<file path="src/rtl/pin_debounce.sv">
// Pin input conditioner: two-flop synchronizer, stability qualifier FSM,
// registered clean level, single-cycle rise/fall pulses and a wrapping
// qualified-edge counter.
module pin_debounce #(
  parameter int unsigned STABLE_CYCLES = 16,
  parameter int unsigned CNT_W         = 8
) (
  input  logic             clk,
  input  logic             rst_n,
  input  logic             pin,
  input  logic             en,
  input  logic             clr_cnt,
  output logic             d_out,
  output logic             rise,
  output logic             fall,
  output logic             busy,
  output logic [CNT_W-1:0] edge_cnt
);

  localparam int unsigned     SC_W   = $clog2(STABLE_CYCLES + 1);
  localparam logic [SC_W-1:0] SC_MAX = SC_W'(STABLE_CYCLES);

  typedef enum logic {
    IDLE = 1'b0,
    QUAL = 1'b1
  } state_t;

  logic             s1;
  logic             s2;
  state_t           state_q;
  state_t           state_d;
  logic [SC_W-1:0]  sc_q;
  logic [SC_W-1:0]  sc_d;
  logic             d_out_d;
  logic             rise_d;
  logic             fall_d;
  logic             busy_d;
  logic             edge_hit;
  logic [CNT_W-1:0] cnt_base;
  logic [CNT_W-1:0] edge_cnt_d;

  // Two-flop synchronizer; s2 is the only view of the pin used below.
  always_ff @(posedge clk or negedge rst_n) begin
    if (!rst_n) begin
      s1 <= 1'b0;
      s2 <= 1'b0;
    end else begin
      s1 <= pin;
      s2 <= s1;
    end
  end

  // Next-state, stability count and registered-output next values.
  always_comb begin
    state_d  = state_q;
    sc_d     = sc_q;
    d_out_d  = d_out;
    rise_d   = 1'b0;
    fall_d   = 1'b0;
    edge_hit = 1'b0;

    if (!en) begin
      state_d = IDLE;
      sc_d    = '0;
    end else begin
      case (state_q)
        IDLE: begin
          if (s2 != d_out) begin
            state_d = QUAL;
            sc_d    = SC_W'(1);
          end else begin
            sc_d = '0;
          end
        end
        QUAL: begin
          if (s2 == d_out) begin
            // Reverted before qualifying: drop the candidate.
            state_d = IDLE;
            sc_d    = '0;
          end else if (sc_q == SC_MAX) begin
            d_out_d  = ~d_out;
            rise_d   = ~d_out;
            fall_d   = d_out;
            edge_hit = 1'b1;
            state_d  = IDLE;
            sc_d     = '0;
          end else begin
            sc_d = sc_q + SC_W'(1);
          end
        end
        default: begin
          state_d = IDLE;
          sc_d    = '0;
        end
      endcase
    end

    // Clear takes effect before the increment of a same-cycle edge.
    cnt_base   = clr_cnt ? '0 : edge_cnt;
    edge_cnt_d = edge_hit ? cnt_base + CNT_W'(1) : cnt_base;
    busy_d     = (state_d == QUAL);
  end

  // State and output registers.
  always_ff @(posedge clk or negedge rst_n) begin
    if (!rst_n) begin
      state_q  <= IDLE;
      sc_q     <= '0;
      d_out    <= 1'b0;
      rise     <= 1'b0;
      fall     <= 1'b0;
      busy     <= 1'b0;
      edge_cnt <= '0;
    end else begin
      state_q  <= state_d;
      sc_q     <= sc_d;
      d_out    <= d_out_d;
      rise     <= rise_d;
      fall     <= fall_d;
      busy     <= busy_d;
      edge_cnt <= edge_cnt_d;
    end
  end

endmodule

</file>
<file path="config.mk">
export PLATFORM = sky130hd
export DESIGN_NAME = pin_debounce
export DESIGN_NICKNAME = d
export VERILOG_FILES = /design/src/rtl/pin_debounce.sv
export SDC_FILE = /design/constraint.sdc
export NUM_CORES = 1
export LEC_CHECK = 0
export CAP_MARGIN = 0
export CORE_MARGIN = 2
export CORE_UTILIZATION = 45
export DETAILED_ROUTE_END_ITERATION = 8
export PLACE_DENSITY = 0.77
export SYNTH_ARGS = -nofsm -noshare
export SYNTH_HDL_FRONTEND = slang
export SYNTH_SLANG_ARGS = --single-unit
export TNS_END_PERCENT = 5
</file>
<file path="constraint.sdc">
create_clock -name clk -period 1.95 [get_ports clk]
set_input_delay 0.39 -clock clk [delete_from_list [all_inputs] [get_ports clk]]
set_output_delay 0.39 -clock clk [all_outputs]
set_load 0.03 [all_outputs]
</file>
==> results.md <==
- Total number of vias: 723
- Peak supply drop: 0.4937 mV
- Worst Setup End Kind: flop
- Initial antenna violation count: 0
- Pre-antenna DRT Iters: 4
- Hold Fails Final Rpt: 0
- Root buffer cell: clkbuf_4
- Worst-margin pin slew: 0.3742 ns
- Levels on crit path: 6
- Seq/Total Area, Yosys: 52.20%
- Leak Pwr: around 0.52 nW
- Fmax achieved: 534.9 MHz
- Tot Pwr: roughly 0.00064 W
- Clk_skew: a little under 0.0006 ns
- Clk sinks: 19
- Crit-path leading delay family: simple AND/OR/NAND/NOR gates
- Cell variety after synth: 24
- First-pass GRT wire length: just under 3 mm
- TritonCTS clock tree: yes
- Initial drt markers: 10
- GRT Util Overall: between 10% and 20%
- Worst min-delay path class: flop to flop
- Post-DRT Antenna Nets: 0
- Unrepaired setup endpoints after global routing: no
- Run status: finished clean
- Placed wire-length estimate: 1.374 mm
- Placed Cells: 138
- Dominant cells by area after synthesis: dfrtp_1, a21oi_1, xnor2_1, ha_1, nand2_1
- Cell internal pwr: about 0.0005 W
- Req. time, crit path: 2.17 ns
- Worst r2r path cells: 6
- Later-pin clock latency in the skew report: 0.29 ns
- Clock share of power: 30.6%
- Setup WS post-layout: 0.08034 ns
- Slowest-stage cell, CP: or4_1
- Die width: ~50 um
- Final Setup Violations: 0
- Max Slew Vio Count: 0
- # DRC: 0
- Finished Layout Cells: 144
- CTS H-tree lvls: 1
- Routability-driven placement congestion ratio: between 0.7 and 0.8
- Cts hold-fix bufs: 0
- Final #Nets: about 130
- Crit share post-route: between 90% and 100%
- Setup CP Type: flop to flop
- Initial Util: roughly 47%
- Synthesis-stage register bit count: 19
- Via density: 5.021
- Total CTS buffers: 3
- Clock-pin slew on the worst setup and hold paths: 0.10 ns
- Mapped cell area: 910.9 um2
- Row Count: 16
- Hold Path Cell Cnt: 0
- Largest net degree at the start of global routing: 12
- Fillcell total: between 150 and 200
- WP data arrival: 2.09 ns
- Worst slew margin: 74.97%
- Max-cap violations: 0
- CP bufs+invs: 1
- Avg WL per Cell: 12.63 um
- Share of Yosys cell area claimed by the top area cell type: 52.20%
- Number of global-route vias before repair: 730
- Core ar.: 1942 um2
- Combinational fraction of design power: approximately 6.7%
- Switching share of total power: between 20% and 30%
- Final WL: around 1.8 mm
- Commonest cells after routing, fill and taps aside: dfrtp_1, clkdlybuf4s50_1, buf_4
- Flop pwr share: 62.7%
- PwrDens: around 520 nW/um2
- Max incr delay on CP: 0.47 ns
- Average instance area after synthesis: 10.59 um2
- Die area: about 2400 um2
- Clock Tree Buf Depth: 2
- Crit path time final: 1.870 ns
- DP Worst Slack: -0.1665 ns
- IO Port Bufs: 16
- Switch Pwr: 0.0001433 W
- Crit-path cells: inv_2 -> ha_4 -> nand4bb_4 -> or3_4 -> or4_1 -> a21oi_1
- GR Overflow Total: 0
- Die Height: a little under 50 um
- Io pins: 17
- Synth area leader: dfrtp_1
- Share of layout cells above drive strength 1: 23.08%
- Mapped Cells: 86
- Syn Nets: 94
- CP Launch Type: flop
- Commonest non-fill, non-tap cell in the layout: dfrtp_1
- Area Overhead vs Synth: 35.99%
- YS warnings: 0
- Worst reg-to-reg setup slack: between 0.08 and 0.09 ns
- Antenna diodes: 0
- CP Max Fanout: 8
per-stage QoR:
step / setup TNS [ns] / utilization (%) / instance area [um2] / hold slack (ns)
after floorplan: 0 / - / 912.1 / 0.09441
after global placement: -0.4898 / 60.24 / 1170 / 0.3407
after detailed placement: -0.5665 / 60.24 / 1170 / 0.3396
after CTS: 0 / 61.73 / 1199 / 0.3662
after global routing: 0 / 63.79 / 1239 / 0.3805
final: 0 / 63.79 / 1239 / 0.3632
metal layers:
| layer | part of all wire (%) | GRT usage, % | vias up | routed length [um] |
|---|---|---|---|---|
| li1 | - | - | 364 | - |
| met1 | 46 | 18.94 | 346 | 833 |
| met2 | 51 | 28.77 | 11 | 925 |
| met4 | 0.66 | 7.143 | 0 | 12 |
| met5 | 0 | 0 | - | 0 |
| met3 | 2.5 | 2.761 | 2 | 45 |
kinds of logic after synthesis:
logic type | synth area share [%]
AND/OR/NAND/NOR | 26.10
flip-flops | 52.20
AO/OA/AOI/OAI | 7.966
XOR/XNOR | 6.731
buffers and inverters | 2.884
adder cells (fa/ha/maj) | 4.121
cell usage after synthesis, drive strengths merged:
| master | number |
|---|---|
| dfrtp | 19 |
| a21oi | 9 |
| nand2 | 9 |
| nand3 | 6 |
| nor2 | 5 |
| xnor2 | 5 |
| inv | 4 |
| ha | 3 |
| nor2b | 3 |
| o31ai | 3 |
| or4 | 3 |
| nand2b | 2 |
| nand3b | 2 |
| nor4 | 2 |
| or3 | 2 |
| xor2 | 2 |
| and2 | 1 |
| and3 | 1 |
| and4 | 1 |
| buf | 1 |
| nand4bb | 1 |
| nor3 | 1 |
| o21ai | 1 |
final timing paths:
path,startpoint,endpoint
worst max register to register,sc_q[1],edge_cnt[4]
min in group asynchronous,rst_n,fall
worst min register to register,s1,s2
worst max-delay path,sc_q[1],edge_cnt[4]
max in group asynchronous,rst_n,sc_q[3]
worst min-delay path,s1,s2
sequential cells by signal, summed over array words and instances (netlist names):
name / count
s2: 1
sc_q: 5
fall: 1
edge_cnt: 8
state_q: 1
d_out: 1
rise: 1
s1: 1
layout make-up:
cell class / count / area [um2] / share of cell area [%]
inverters: 4 / 15.01 / 1.212
repair buffers: 28 / 250.2 / 20.20
flip-flops and latches: 19 / 476.7 / 38.48
multi-input cells: 62 / 436.7 / 35.25
well taps: 27 / 33.78 / 2.727
clock buffers: 4 / 26.28 / 2.121
power by group through the flow:
stage / logic, W / registers, W / clock network (W)
global route: 0.0000479 / 0.000403 / 0.000215
finish: 0.0000432 / 0.000402 / 0.000196
global placement: 0.0000402 / 0.000409 / 0
CTS: 0.0000413 / 0.000402 / 0.000201
floorplan: 0.00000993 / 0.000411 / 0
detailed placement: 0.0000409 / 0.000409 / 0
timing repair:
action                                  4_1_cts  5_1_grt
buffers inserted                              0        2
pin swaps                                     0        7
gates resized for setup                       1        7
gates cloned                                  0        0
endpoints found under the setup margin        2        4
Note: power is estimated with default switching activity, not from simulation.
